<file path="src/rtl/clkword_edgecount_pkg.sv">
// rtl/clkword_edgecount_pkg.sv - shared widths and state encoding for the clock-word edge counter
// Purpose: default widths (edge accumulator, gate length, clock word) and FSM state type.
// Ports: none (package).
package clkword_edgecount_pkg;

    localparam int CW_DEF = 32;
    localparam int GW_DEF = 16;
    localparam int WORD_W = 8;

    typedef enum logic [1:0] {
        ST_IDLE  = 2'd0,
        ST_RUN   = 2'd1,
        ST_FLUSH = 2'd2
    } state_e;

endpackage

</file>
<file path="src/rtl/clkword_edgevec.sv">
// rtl/clkword_edgevec.sv - rising-edge detect and popcount for one oversampled clock word
// Purpose: counts 0..4 rising edges in an 8-bit word, bit 7 earliest in time.
// Ports:
//   word_i  - clock word, bit 7 first in time
//   prev_i  - last bit (bit 0) of the previous accepted word
//   count_o - number of rising edges in this word (combinational)
module clkword_edgevec
    import clkword_edgecount_pkg::*;
(
    input  logic [WORD_W-1:0] word_i,
    input  logic              prev_i,
    output logic [2:0]        count_o
);

    logic [WORD_W-1:0] edges;

    // Each bit's temporal predecessor sits one position higher; bit 7 looks back to prev_i.
    assign edges = word_i & ~{prev_i, word_i[WORD_W-1:1]};

    always_comb begin
        count_o = 3'd0;
        for (int i = 0; i < WORD_W; i++) begin
            count_o = count_o + {2'b00, edges[i]};
        end
    end

endmodule

</file>
<file path="src/rtl/clkword_edgecount.sv">
// rtl/clkword_edgecount.sv - gated rising-edge counter over a stream of oversampled clock words
// Purpose: counts rising edges over i_gate_len accepted words after i_start, saturating result.
// Ports:
//   i_clk, i_rst_n          - clock, asynchronous active-low reset
//   i_word, i_ce            - clock word (bit 7 first) and its valid strobe
//   i_start, i_gate_len     - window request and its length in words (0 behaves as 1)
//   o_busy                  - window running or result still in the pipeline
//   o_valid, o_count, o_ovf - result pulse, edge count, saturation flag (held until next result)
module clkword_edgecount
    import clkword_edgecount_pkg::*;
#(
    parameter int CW = CW_DEF,
    parameter int GW = GW_DEF
) (
    input  logic              i_clk,
    input  logic              i_rst_n,
    input  logic [WORD_W-1:0] i_word,
    input  logic              i_ce,
    input  logic              i_start,
    input  logic [GW-1:0]     i_gate_len,
    output logic              o_busy,
    output logic              o_valid,
    output logic [CW-1:0]     o_count,
    output logic              o_ovf
);

    state_e          state_q, state_d;
    logic            hist_q, hist_d;
    logic [GW-1:0]   wcnt_q, wcnt_d;
    logic [2:0]      cnt1_q, cnt1_d;
    logic            v1_q, v1_d;
    logic            last1_q, last1_d;
    logic [CW-1:0]   acc_q, acc_d;
    logic            ovf_q, ovf_d;
    logic            valid_q, valid_d;
    logic [CW-1:0]   count_q, count_d;
    logic            ovf_out_q, ovf_out_d;

    logic [2:0]      edge_cnt;
    logic [CW:0]     sum;
    logic            clip;
    logic [CW-1:0]   acc_sat;

    clkword_edgevec u_edgevec (
        .word_i  (i_word),
        .prev_i  (hist_q),
        .count_o (edge_cnt)
    );

    // Stage-2 add is one bit wider so a carry out flags saturation.
    assign sum     = {1'b0, acc_q} + {{(CW - 2){1'b0}}, cnt1_q};
    assign clip    = sum[CW];
    assign acc_sat = clip ? {CW{1'b1}} : sum[CW-1:0];

    always_comb begin
        state_d   = state_q;
        hist_d    = hist_q;
        wcnt_d    = wcnt_q;
        cnt1_d    = cnt1_q;
        v1_d      = 1'b0;
        last1_d   = 1'b0;
        acc_d     = acc_q;
        ovf_d     = ovf_q;
        valid_d   = 1'b0;
        count_d   = count_q;
        ovf_out_d = ovf_out_q;

        // History follows every accepted word, so edges spanning window boundaries are seen once.
        if (i_ce) begin
            hist_d = i_word[0];
        end

        case (state_q)
            ST_IDLE: begin
                if (i_start) begin
                    state_d = ST_RUN;
                    wcnt_d  = (i_gate_len == '0) ? GW'(1) : i_gate_len;
                    acc_d   = '0;
                    ovf_d   = 1'b0;
                end
            end
            ST_RUN: begin
                if (i_ce) begin
                    v1_d    = 1'b1;
                    cnt1_d  = edge_cnt;
                    last1_d = (wcnt_q == GW'(1));
                    wcnt_d  = wcnt_q - GW'(1);
                    if (wcnt_q == GW'(1)) begin
                        state_d = ST_FLUSH;
                    end
                end
            end
            ST_FLUSH: ;
            default: state_d = ST_IDLE;
        endcase

        // Stage 2: the final word's result goes straight to the output registers.
        if (v1_q) begin
            acc_d = acc_sat;
            ovf_d = ovf_q | clip;
            if (last1_q) begin
                valid_d   = 1'b1;
                count_d   = acc_sat;
                ovf_out_d = ovf_q | clip;
                state_d   = ST_IDLE;
            end
        end
    end

    always_ff @(posedge i_clk or negedge i_rst_n) begin
        if (!i_rst_n) begin
            state_q   <= ST_IDLE;
            hist_q    <= 1'b0;
            wcnt_q    <= '0;
            cnt1_q    <= '0;
            v1_q      <= 1'b0;
            last1_q   <= 1'b0;
            acc_q     <= '0;
            ovf_q     <= 1'b0;
            valid_q   <= 1'b0;
            count_q   <= '0;
            ovf_out_q <= 1'b0;
        end else begin
            state_q   <= state_d;
            hist_q    <= hist_d;
            wcnt_q    <= wcnt_d;
            cnt1_q    <= cnt1_d;
            v1_q      <= v1_d;
            last1_q   <= last1_d;
            acc_q     <= acc_d;
            ovf_q     <= ovf_d;
            valid_q   <= valid_d;
            count_q   <= count_d;
            ovf_out_q <= ovf_out_d;
        end
    end

    assign o_busy  = (state_q != ST_IDLE);
    assign o_valid = valid_q;
    assign o_count = count_q;
    assign o_ovf   = ovf_out_q;

endmodule

</file>
<file path="config.mk">
export PLATFORM = sky130hd
export DESIGN_NAME = clkword_edgecount
export DESIGN_NICKNAME = d
export VERILOG_FILES = /design/src/rtl/clkword_edgecount_pkg.sv /design/src/rtl/clkword_edgevec.sv /design/src/rtl/clkword_edgecount.sv
export SDC_FILE = /design/constraint.sdc
export NUM_CORES = 1
export LEC_CHECK = 0
export BUFFER_PORTS_ARGS = -buffer_cell sky130_fd_sc_hd__clkbuf_2
export CAP_MARGIN = 10
export CORE_MARGIN = 2
export CORE_UTILIZATION = 60
export DETAILED_ROUTE_END_ITERATION = 8
export GPL_TIMING_DRIVEN = 0
export PLACE_DENSITY_LB_ADDON = 0.25
export SLEW_MARGIN = 20
export SYNTH_ARGS = -nofsm -noshare
export SYNTH_HDL_FRONTEND = slang
export SYNTH_HIERARCHICAL = 1
export SYNTH_SLANG_ARGS = --single-unit
</file>
<file path="constraint.sdc">
create_clock -name i_clk -period 5.21 [get_ports i_clk]
set_input_delay 0.521 -clock i_clk [delete_from_list [all_inputs] [get_ports i_clk]]
set_output_delay 0.521 -clock i_clk [all_outputs]
set_load 0.01 [all_outputs]
</file>
# Word-level counts from Yosys, hierarchy flattened
# Cells that the tools add are included.
# word_totals
register_bits,91
latch_bits,0
ram_bits,0
rom_bits,0
inputBits,28
output_inout_bits,35
memories,0
# op_classes
add_sub_neg,9
n_mul,0
n_div,0
order_cmp,0
n_eq_ne,5
shift,0
muxes,23
bitwise_logic,3
n_reduce_logical,10
# op_table
op,n
2-to-1 mux 32 bit,4
2-to-1 mux 16 bit,3
adder 32 x 3 -> 33 bit,1
case mux 16 bit (2 select lines),1
adder 3 x 1 -> 3 bit,6
equality test 16 x 1 -> 1 bit (second input constant),1
logical NOT 16 bit,1
subtractor 16 x 1 -> 16 bit (second input constant),1
2-to-1 mux 2 bit,5
2-to-1 mux 1 bit,9
AND 8 bit,1
NOT 8 bit,1
nonzero test 2 bit,4
case mux 2 bit (3 select lines),1
AND reduction 2 bit,3
inequality test 2 bit (second input constant),2
AND reduction 3 bit,1
adder 1 x 1 -> 2 bit,1
equality test 2 x 1 -> 1 bit (second input constant),1
equality test 2 bit (second input constant),1
logical NOT 2 bit,1
bitwise OR 1 bit,1

# Depth between registers and ports, before layout
# Gate-level depths: netlist (run 1).
# logic_depth
depth_word,9
depth_mapped,11

# Cells and area by module
# The synthesis (run 1) kept the hierarchy.
# modules_own_cells
module,n_inst,cells_each,area_per_inst_um2
clkword_edgecount,1,562,4993.5
clkword_edgevec,1,22,191.4

# Worst setup path before layout (run 1)
# Ideal clock, no wire load.
# synth_timing
path_type,input to register
from,in i_word[0]
to,reg cnt1_q[1]
setup_time_ns,0.125
arrival_ns,3.231
slack_ns,1.854
stages,11
n_path_buf,0
path_cell_list,nor2b_1 -> fa_1 -> inv_1 -> fa_1 -> inv_1 -> fa_1 -> ha_1 -> inv_1 -> fa_1 -> inv_1 -> mux2_2
# synth_via
elab_chain_cells,8
# synth_lines
element,line_no,source
from (decl),clkword_edgecount.sv:17,"input logic [WORD_W-1:0] i_word,"
AND 8 bit,clkword_edgevec.sv:18,"assign edges = word_i & ~{prev_i, word_i[WORD_W-1:1]};"
adder 1 x 1 -> 2 bit,clkword_edgevec.sv:23,"count_o = count_o + {2'b00, edges[i]};"
adder 3 x 1 -> 3 bit (6 in a row),clkword_edgevec.sv:23,
net edge_cnt[1],clkword_edgecount.sv:39,logic [2:0] edge_cnt;
to (signal assigned),clkword_edgecount.sv:127,cnt1_q <= cnt1_d;
to (decl),clkword_edgecount.sv:30,"logic [2:0] cnt1_q, cnt1_d;"
# The timed path passes the listed nets, and every way through them passes these cells.
# A chain may end at the register's enable or synchronous reset.

# Worst setup path after layout (run 1)
# Ends and elaborated chain as after synthesis.

==> impl_results.md, run 1 <==
- # Max-Cap Violations: 0
- Critical path launch point type: primary input
- Power per Cell Area: 317.1 nW/µm²
- Share of the clock period used by the worst path: 60.97%
- Port Buffers: 62
- Effective utilization at floorplan: 62.48%
- Count of flip-flops with a built-in enable after synthesis: 0
- Leading cell type in the layout, fill and taps excluded: sky130_fd_sc_hd__dfrtp_1
- Clock tree buffer depth: 2
- Average detailed-routed wire length per instance: 17.74 µm
- Slack of the worst reg-to-reg path: 2.45 ns
- Number of warnings reported in the yosys synthesis log: 6
- Internal Pwr Total: 1.254 mW
- Number of antenna violations at the first check in global routing: 0
- Final cell utilization of the core: 70.69%
- Clock sink count: 91
- Commonest register cell after synthesis: sky130_fd_sc_hd__dfrtp_1
- Power share of the combinational group: 23.0%
- DP HPWL: 9.713 mm
- Num CTS Buffers: 9
- Clock Power Share: 29.5%
- Largest fanout on the critical path: 2
- Root buffer cell: sky130_fd_sc_hd__clkbuf_8
- Worst setup endpoint: cnt1_q[1]$_DFFE_PN0P_
- Register clock-pin slew on the reported worst setup and hold paths: 0.09 ns
- Setup repair after global routing missed its margin: false
- Worst Tran Pin Value: 0.8211 ns
- Data required, critical path: 5.47 ns
- Highest achievable clock rate: 0.3148 GHz
- Largest net degree at the start of global routing: 92
- Final Hold Fails: 0
- Worst path arrival time: 3.44 ns
- Power share of the sequential group: 47.5%
- Tmin final: 3.177 ns
- Summed negative setup slack over all endpoints: 0 ns
- Number of gates resized after CTS: 0
- Fraction of final layout cells sized beyond drive strength 1: 15.73%
- Final std cell area, no fill: 5867 µm²
- Residual antenna-violating net count after detailed routing: 0
- Crit path from: i_word[0]
- Worst slack on hold paths: 0.1901 ns
- Count of endpoints failing setup in the final report: 0
- Maximum resistive drop on vdd: 0.0001965 V
- Overall routed net length: 13.59 mm
- FF-to-FF End: o_count[29]$_DFFE_PN0P_
- LEAKAGE: 2.671 nW
- Layout area overhead: 13.15%
- CTS tree: yes
- Total track usage: 29.36%
- Total iterations of the first detailed-routing run: 5
- DRC Markers: 0
- Antenna cells: 0
- Unique cell type count in the Yosys netlist: 59
- Overall die area: 9401 µm²
- Die boundary width: 96.96 µm
- Area after detailed placement: 5635 µm²
- Clk Latency, worst-skew pair: 0.37 ns
- Congestion Overflow GR: 0
- Run status: completed
- Flops & latches, synth: 91
- Num rows: 33
- Detailed Route Iter0 Violations: 354
- Slew Limit Headroom: 44.84%
- Post-synthesis net count: 624
- Number of buffers added to fix hold violations after cts: 0
- Count of boundary I/O pins: 63
- Switching Fraction: 32.60%
- Netlist area before placement: 5185 µm²
- Capturing element type of the critical path: flop
- Launching point of the worst reg2reg path: cnt1_q[0]$_DFFE_PN0P_
- Commonest non-fill, non-tap cells in the layout: sky130_fd_sc_hd__dfrtp_1, sky130_fd_sc_hd__a21oi_1, sky130_fd_sc_hd__clkbuf_2, sky130_fd_sc_hd__nor2_1
- Class of the most critical hold timing path: primary input to asynchronous set/reset pin
- Switching power of the nets: 0.6066 mW
- Number of instances in the synthesized netlist: 584
- Final layout net count: 697
- Weighted congestion reported at the end of routability-driven placement: 0.9308
- Global-route wire length before repair: 22.27 mm
- Routed vias: 4857
- Slew Viols, Final: 0
- Sequential-to-total area share from yosys stat: 43.92%
- Worst R2R Path Depth: 9
- Mean instance size in the synthesized netlist: 8.878 µm²
- Floorplan die height: 96.96 µm
- Setup repair bufs after CTS: 0
- Share of synthesized flip-flops with an asynchronous set or reset: 100.0%
- Layout Skew: 0.009373 ns
- Floorplan core area: 8299 µm²
- Vias in the first global route: 4507
- Startpoint-to-endpoint class of the critical path: primary input to flop
- H-tree level count: 3
- Vias per cell: 6.341
==> cell usage after synthesis (all sizes together) (5+ instances only) <==
master	count	area, µm²
dfrtp	91	2277
and4	6	52.55
o31a	7	61.31
mux2	5	56.30
nor4	16	127.6
a21oi	67	346.6
ha	7	87.58
nand3	16	85.08
clkbuf	30	113.9
xor2	8	70.07
mux2i	6	60.06
nor2b	8	50.05
nor3	19	111.4
nand2	52	195.2
inv	18	67.56
nor2	55	206.5
nand4	11	90.08
fa	5	100.1
o21ai	54	270.3
buf	7	46.29
and3	11	68.82
xnor2	10	87.58
a31oi	16	100.1
a21o	10	75.07
==> routing by layer <==
layer / part of all wire (%) / global-route usage (%) / vias to the layer above
met1: 42 / 40.36 / 2336
met2: 48 / 46.21 / 229
met3: 7.1 / 5.780 / 31
met5: 0 / 0 / -
met4: 2.8 / 11.38 / 0
li1: - / - / 2261
==> flip-flops by register name (all words and copies together), names as in the netlist <==
register and cells:
hist_q 1, last1_q 1, o_valid 1, acc_q 32, o_ovf 1, ovf_q 1
o_count 32, v1_q 1, cnt1_q 3, state_q 2, wcnt_q 16
==> layout make-up <==
cell class | count | area, µm²
Multi-Input combinational cell | 437 | 2683
Fill cell | 673 | 2432
Sequential cell | 91 | 2277
Timing Repair Buffer | 62 | 319.1
Buffer | 37 | 160.2
Clock buffer | 11 | 151.4
Tap cell | 105 | 131.4
Clock inverter | 4 | 73.82
Inverter | 19 | 71.32
==> critical path, cell delays in order <==
cell,delay [ns]
sky130_fd_sc_hd__clkbuf_2,0.09
sky130_fd_sc_hd__nor2b_1,0.14
sky130_fd_sc_hd__fa_1,0.55
sky130_fd_sc_hd__inv_1,0.06
sky130_fd_sc_hd__fa_1,0.53
sky130_fd_sc_hd__inv_1,0.05
sky130_fd_sc_hd__fa_1,0.53
sky130_fd_sc_hd__ha_1,0.15
sky130_fd_sc_hd__inv_1,0.05
sky130_fd_sc_hd__fa_1,0.47
sky130_fd_sc_hd__inv_1,0.04
sky130_fd_sc_hd__mux2_2,0.25
==> worst min-delay path by stage <==
stage | slack [ns] | depth (start not counted) | to
6_report | 0.19 | 1 | o_count[11]$_DFFE_PN0P_
5_1_grt | 0.27 | 1 | o_count[11]$_DFFE_PN0P_
4_1_cts | 0.23 | 1 | o_count[11]$_DFFE_PN0P_
3_5_place_dp | 0.47 | 2 | o_count[28]$_DFFE_PN0P_
3_3_place_gp | 0.47 | 1 | acc_q[2]$_DFFE_PN0P_
2_1_floorplan | 0.23 | 0 | acc_q[0]$_DFFE_PN0P_
==> power by group through the flow <==
stage | clock network, mW | logic [mW] | registers (mW)
2_1_floorplan | 0 | 0.306 | 0.869
3_3_place_gp | 0 | 0.404 | 0.885
3_5_place_dp | 0 | 0.423 | 0.887
4_1_cts | 0.554 | 0.426 | 0.875
5_1_grt | 0.580 | 0.488 | 0.896
6_report | 0.549 | 0.428 | 0.884
==> through the flow <==
| step | cells | setup WS [ns] | power, mW |
|---|---|---|---|
| after floorplan | 584 | 1.854 | 1.175 |
| after global placement | 751 | 1.710 | 1.289 |
| after detailed placement | 751 | 1.628 | 1.311 |
| after CTS | 766 | 2.020 | 1.854 |
| after global routing | 766 | 1.902 | 1.964 |
| final | 766 | 2.033 | 1.861 |
==> cell families (layout without fill, tap and decap cells) <==
kind of cell | count (synthesis) | count (layout) | share of synthesized area [%]
AO/OA/AOI/OAI | 188 | 188 | 21.69
buffers and inverters | 56 | 133 | 4.464
flip-flops | 91 | 91 | 43.92
adder cells (fa/ha/maj) | 12 | 12 | 3.620
AND/OR/NAND/NOR | 208 | 208 | 21.02
XOR/XNOR | 18 | 18 | 3.041
multiplexers | 11 | 11 | 2.244
(Power assumes the default switching activity.)
==> run 2: changes to the inputs <==
--- a/config.mk
+++ b/config.mk
@@ -8,7 +8,7 @@
 export BUFFER_PORTS_ARGS = -buffer_cell sky130_fd_sc_hd__clkbuf_2
 export CAP_MARGIN = 10
 export CORE_MARGIN = 2
-export CORE_UTILIZATION = 60
+export CORE_UTILIZATION = 53
 export DETAILED_ROUTE_END_ITERATION = 8
 export GPL_TIMING_DRIVEN = 0
 export PLACE_DENSITY_LB_ADDON = 0.25
==> constraint.sdc (replaced) <==
create_clock -name i_clk -period 2.8 [get_ports i_clk]
set_input_delay 0.28 -clock i_clk [delete_from_list [all_inputs] [get_ports i_clk]]
set_output_delay 0.28 -clock i_clk [all_outputs]
set_load 0.01 [all_outputs]
==> impl_results.md, run 2 (synthesis results as in run 1) <==
- Run status: completed
- Clock tree buffer depth: 2
- Data required, critical path: 3.07 ns
- Largest net degree at the start of global routing: 92
- Global-route wire length before repair: 22.56 mm
- Setup repair after global routing missed its margin: true
- Slack of the worst reg-to-reg path: 0.16 ns
- Detailed Route Iter0 Violations: 360
- Fraction of final layout cells sized beyond drive strength 1: 16.27%
- Switching power of the nets: 1.162 mW
- Layout area overhead: 14.24%
- Overall die area: 10590 µm²
- Power per Cell Area: 570.1 nW/µm²
- Capturing element type of the critical path: flop
- CTS tree: yes
- Cell depth of the worst min-delay path: 2
- Num CTS Buffers: 9
- Power share of the sequential group: 48.3%
- LEAKAGE: 2.671 nW
- Count of endpoints failing setup in the final report: 0
- Num rows: 36
- Post-placement setup slack: -0.3956 ns
- Floorplan die height: 102.9 µm
- Antenna cells: 0
- Count of boundary I/O pins: 63
- Final Hold Fails: 0
- Share of the clock period used by the worst path: 98.09%
- Layout Skew: 0.01184 ns
- Critical path launch point type: primary input
- Internal Pwr Total: 2.215 mW
- Maximum resistive drop on vdd: 0.0003354 V
- DP HPWL: 9.783 mm
- Power share of the combinational group: 23.9%
- Vias per cell: 6.050
- Residual antenna-violating net count after detailed routing: 0
- Floorplan core area: 9639 µm²
- Endpoint, Worst Hold: hist_q$_DFFE_PN0P_
- Total track usage: 27.68%
- Effective utilization at floorplan: 53.79%
- Slew Viols, Final: 0
- Tmin final: 2.746 ns
- Vias in the first global route: 4441
- Worst path arrival time: 3.01 ns
- Number of cells after detailed placement: 780
- Least setup slack across all paths after layout: 0.05350 ns
- Total iterations of the first detailed-routing run: 5
- Worst Tran Pin Value: 1.078 ns
- Number of antenna violations at the first check in global routing: 0
- Startpoint-to-endpoint class of the critical path: primary input to flop
- Root buffer cell: sky130_fd_sc_hd__clkbuf_8
- Average detailed-routed wire length per instance: 17.49 µm
- Summed negative setup slack over all endpoints: 0 ns
- Congestion Overflow GR: 0
- Clk Latency, worst-skew pair: 0.37 ns
- Switching Fraction: 34.42%
- Number of standard cells in the final layout excluding fillers: 797
- Area after detailed placement: 5703 µm²
- Weighted congestion reported at the end of routability-driven placement: 0.9451
- FF-to-FF End: o_count[31]$_DFFE_PN0P_
- Die boundary width: 102.9 µm
- DRC Markers: 0
- Class of the most critical hold timing path: primary input to flop
- Final std cell area, no fill: 5923 µm²
- Slew Limit Headroom: 27.49%
- Register clock-pin slew on the reported worst setup and hold paths: 0.10 ns
- Launching point of the worst reg2reg path: cnt1_q[0]$_DFFE_PN0P_
- Largest fanout on the critical path: 2
- H-tree level count: 3
- Highest achievable clock rate: 0.3641 GHz
- Final layout net count: 699
- Hold path startpoint: i_word[0]
- Port Buffers: 62
- Worst R2R Path Depth: 9
- Overall routed net length: 13.94 mm
- Routed vias: 4822
- Commonest non-fill, non-tap cells in the layout: sky130_fd_sc_hd__dfrtp_1, sky130_fd_sc_hd__a21oi_1, sky130_fd_sc_hd__clkbuf_2, sky130_fd_sc_hd__nor2_1
- Clock Power Share: 27.8%
- # Max-Cap Violations: 0
- Clock sink count: 91
- Leading cell type in the layout, fill and taps excluded: sky130_fd_sc_hd__dfrtp_1
[run 2: power by group through the flow]
stage	combinational [mW]	sequential, mW	clock, mW
after global routing	0.906	1.66	0.993
after CTS	0.803	1.63	0.940
final	0.807	1.63	0.937
after floorplan	0.570	1.62	0
after detailed placement	0.792	1.65	0
after global placement	0.760	1.65	0
[run 2: timing repair]
action	in CTS	in global routing
hold buffers	1	0
buffers inserted	0	0
endpoints found under the setup margin	10	9
cloned	0	0
hold endpoints to repair	89	0
resized for setup	1	3
[run 2: worst max path at each step]
stage	slack, ns	cells past startpoint	from	end
4_1_cts	-0.002	12	i_word[3]	cnt1_q[2]$_DFFE_PN0P_
3_3_place_gp	-0.36	12	i_word[3]	cnt1_q[1]$_DFFE_PN0P_
5_1_grt	-0.05	12	i_word[1]	cnt1_q[2]$_DFFE_PN0P_
6_report	0.05	12	i_word[3]	cnt1_q[2]$_DFFE_PN0P_
2_1_floorplan	-0.22	11	i_word[3]	cnt1_q[1]$_DFFE_PN0P_
3_5_place_dp	-0.40	12	i_word[3]	cnt1_q[2]$_DFFE_PN0P_
[run 2: per-stage QoR]
| stage | hold WS (ns) | power [mW] | utilization [%] |
|---|---|---|---|
| 4_1_cts | 0.1637 | 3.374 | 61.37 |
| 2_1_floorplan | -0.01559 | 2.187 | - |
| 3_3_place_gp | 0.4653 | 2.406 | 58.79 |
| 5_1_grt | 0.1775 | 3.561 | 61.45 |
| 6_report | 0.1598 | 3.377 | 61.45 |
| 3_5_place_dp | 0.3666 | 2.447 | 59.16 |
[run 2: routing by layer]
metal | part of all wire (%) | GRT usage, % | up-vias
met1 | 43 | 38.28 | 2341
met4 | 2.0 | 7.794 | 0
met3 | 7.1 | 4.203 | 25
met2 | 48 | 45.60 | 193
met5 | 0 | 0 | -
li1 | - | - | 2263
[run 2: critical path, cell delays in order]
cell and delay (ns):
sky130_fd_sc_hd__clkbuf_2 0.09, sky130_fd_sc_hd__nor2b_4 0.12, sky130_fd_sc_hd__fa_1 0.53, sky130_fd_sc_hd__inv_1 0.05, sky130_fd_sc_hd__fa_1 0.47, sky130_fd_sc_hd__inv_1 0.05, sky130_fd_sc_hd__fa_1 0.48, sky130_fd_sc_hd__ha_2 0.17
sky130_fd_sc_hd__inv_2 0.03, sky130_fd_sc_hd__fa_1 0.37, sky130_fd_sc_hd__xnor2_1 0.13, sky130_fd_sc_hd__mux2_2 0.25
[run 2: final cells by class]
| class | count | area [µm²] |
|---|---|---|
| Clock buffer | 10 | 127.6 |
| Fill cell | 883 | 3716 |
| Multi-Input combinational cell | 437 | 2689 |
| Buffer | 37 | 162.7 |
| Inverter | 19 | 71.32 |
| Timing Repair Buffer | 64 | 356.6 |
| Clock inverter | 6 | 72.57 |
| Sequential cell | 91 | 2277 |
| Tap cell | 133 | 166.4 |
==> run 3: changes to the inputs <==
--- a/config.mk
+++ b/config.mk
@@ -12,6 +12,7 @@
 export DETAILED_ROUTE_END_ITERATION = 8
 export GPL_TIMING_DRIVEN = 0
 export PLACE_DENSITY_LB_ADDON = 0.25
+export RECOVER_POWER = 100
 export SLEW_MARGIN = 20
 export SYNTH_ARGS = -nofsm -noshare
 export SYNTH_HDL_FRONTEND = slang
==> impl_results.md, run 3 (synthesis results as in run 1) <==
- Run status: completed
- Vias in the first global route: 4441
- DRC Markers: 0
- Number of antenna violations at the first check in global routing: 0
- Register clock-pin slew on the reported worst setup and hold paths: 0.10 ns
- Num CTS Buffers: 9
- Startpoint-to-endpoint class of the critical path: primary input to flop
- Layout area overhead: 12.33%
- Largest fanout on the critical path: 2
- Hold path startpoint: i_word[0]
- Overall routed net length: 13.97 mm
- Die boundary width: 102.9 µm
- Data required, critical path: 3.06 ns
- Congestion Overflow GR: 0
- Final layout net count: 699
- Num rows: 36
- Root buffer cell: sky130_fd_sc_hd__clkbuf_8
- Critical path launch point type: primary input
- Layout fillers: 917
- Total iterations of the first detailed-routing run: 5
- CTS tree: yes
- Worst slack on hold paths: 0.1634 ns
- Worst path arrival time: 3.01 ns
- Antenna cells: 0
- Least setup slack across all paths after layout: 0.05185 ns
- # Max-Cap Violations: 0
- Final cell utilization of the core: 60.42%
- Tmin final: 2.748 ns
- Layout Skew: 0.01141 ns
- Worst Tran Pin Value: 1.292 ns
- DP HPWL: 9.783 mm
- Final Hold Fails: 0
- Count of boundary I/O pins: 63
- Capturing element type of the critical path: flop
- Setup repair after global routing missed its margin: true
- Highest achievable clock rate: 0.3639 GHz
- Post-placement setup slack: -0.3956 ns
- Routed vias: 4871
- Met3 usage in global routing: 4.203%
- Residual antenna-violating net count after detailed routing: 0
- Final std cell area, no fill: 5824 µm²
- Met2 Use GR: 45.60%
- Launching point of the worst reg2reg path: cnt1_q[0]$_DFFE_PN0P_
- Detailed Route Iter0 Violations: 413
- Number of standard cells in the final layout excluding fillers: 797
- Effective utilization at floorplan: 53.79%
- Crit path from: i_word[3]
- Floorplan core area: 9639 µm²
- Share of the clock period used by the worst path: 98.15%
- Leading cell type in the layout, fill and taps excluded: sky130_fd_sc_hd__dfrtp_1
- Weighted congestion reported at the end of routability-driven placement: 0.9451
- Commonest non-fill, non-tap cells in the layout: sky130_fd_sc_hd__dfrtp_1, sky130_fd_sc_hd__clkbuf_1, sky130_fd_sc_hd__a21oi_1, sky130_fd_sc_hd__nor2_1
- Clock tree buffer depth: 2
- Slew Viols, Final: 0
- Floorplan die height: 102.9 µm
- Clk Latency, worst-skew pair: 0.37 ns
- Overall power after layout: 3.374 mW
- Power per Cell Area: 579.3 nW/µm²
- Class of the most critical hold timing path: primary input to flop
- Average detailed-routed wire length per instance: 17.53 µm
- Number of cells after detailed placement: 780
- Clock sink count: 91
- Maximum resistive drop on vdd: 0.0003349 V
- Global-route track usage on met1: 38.28%
- Slew Limit Headroom: 13.85%
- Overall die area: 10590 µm²
- Total track usage: 27.68%
- Largest net degree at the start of global routing: 92
- Summed negative setup slack over all endpoints: 0 ns
- Area after detailed placement: 5703 µm²
- Port Buffers: 62
- H-tree level count: 3
- Vias per cell: 6.112
- Count of endpoints failing setup in the final report: 0
- Setup repair bufs after CTS: 0
- Fraction of final layout cells sized beyond drive strength 1: 10.39%
- Busiest layer in global routing: met2
- LEAKAGE: 2.512 nW
- Global-route wire length before repair: 22.56 mm
-- run 3: cell count changes in the layout (fill, tap and decap cells not counted) --
cell,previous run,this run
sky130_fd_sc_hd__nand3_1,15,16
sky130_fd_sc_hd__nand3_2,1,0
sky130_fd_sc_hd__nor4_1,13,14
sky130_fd_sc_hd__nor4_4,1,0
sky130_fd_sc_hd__clkbuf_1,30,65
sky130_fd_sc_hd__buf_4,2,1
sky130_fd_sc_hd__nand4_2,1,0
sky130_fd_sc_hd__clkbuf_8,10,9
sky130_fd_sc_hd__buf_16,1,0
sky130_fd_sc_hd__nand4_1,9,10
sky130_fd_sc_hd__clkbuf_2,62,28
sky130_fd_sc_hd__clkdlybuf4s25_1,0,1
sky130_fd_sc_hd__buf_2,3,4
-- run 3: power breakdown --
group	internal, mW	switching, mW	leakage [nW]
sequential	1.47	0.158	1.21
combinational	0.313	0.491	1.20
clock	0.423	0.515	0.0975
-- run 3: final cells by class --
type | instances | area (µm²) | share of cell area (%)
flip-flops and latches | 91 | 2277 | 39.10
inverters | 19 | 71.32 | 1.224
well taps | 133 | 166.4 | 2.857
clock inverters | 6 | 72.57 | 1.246
multi-input cells | 437 | 2663 | 45.71
clock buffers | 10 | 127.6 | 2.191
repair buffers | 64 | 289.0 | 4.962
plain buffers | 37 | 157.7 | 2.707
-- run 3: routing by layer --
metal  share of wire, %  vias to the layer above
li1                   -                     2262
met1                 42                     2349
met2                 48                      239
met3                8.3                       21
met4                1.4                        0
met5                  0                        -
-- run 3: path summary, 6_finish.rpt --
kind                                            to  slack (ns)  cells after the start
setup reg to reg           o_count[29]$_DFFE_PN0P_        0.12                      9
hold / removal                  hist_q$_DFFE_PN0P_        0.16                      2
max in group asynchronous       hist_q$_DFFE_PN0P_        0.97                      3
min in group asynchronous  o_count[20]$_DFFE_PN0P_        0.97                      3
hold reg to reg               acc_q[2]$_DFFE_PN0P_        0.49                      1
setup / recovery             cnt1_q[2]$_DFFE_PN0P_        0.05                     12
-- run 3: worst max-delay path, stage by stage --
cell and delay, ns:
sky130_fd_sc_hd__clkbuf_2 0.09, sky130_fd_sc_hd__nor2b_4 0.12, sky130_fd_sc_hd__fa_1 0.53, sky130_fd_sc_hd__inv_1 0.05, sky130_fd_sc_hd__fa_1 0.47, sky130_fd_sc_hd__inv_1 0.05, sky130_fd_sc_hd__fa_1 0.48, sky130_fd_sc_hd__ha_2 0.17
sky130_fd_sc_hd__inv_2 0.03, sky130_fd_sc_hd__fa_1 0.37, sky130_fd_sc_hd__xnor2_1 0.13, sky130_fd_sc_hd__mux2_2 0.25
-- run 3: timing repair --
item	4_1_cts	5_1_grt
hold endpoints to repair	89	0
setup endpoints to repair	10	9
resized for setup	1	3
hold buffers	1	0
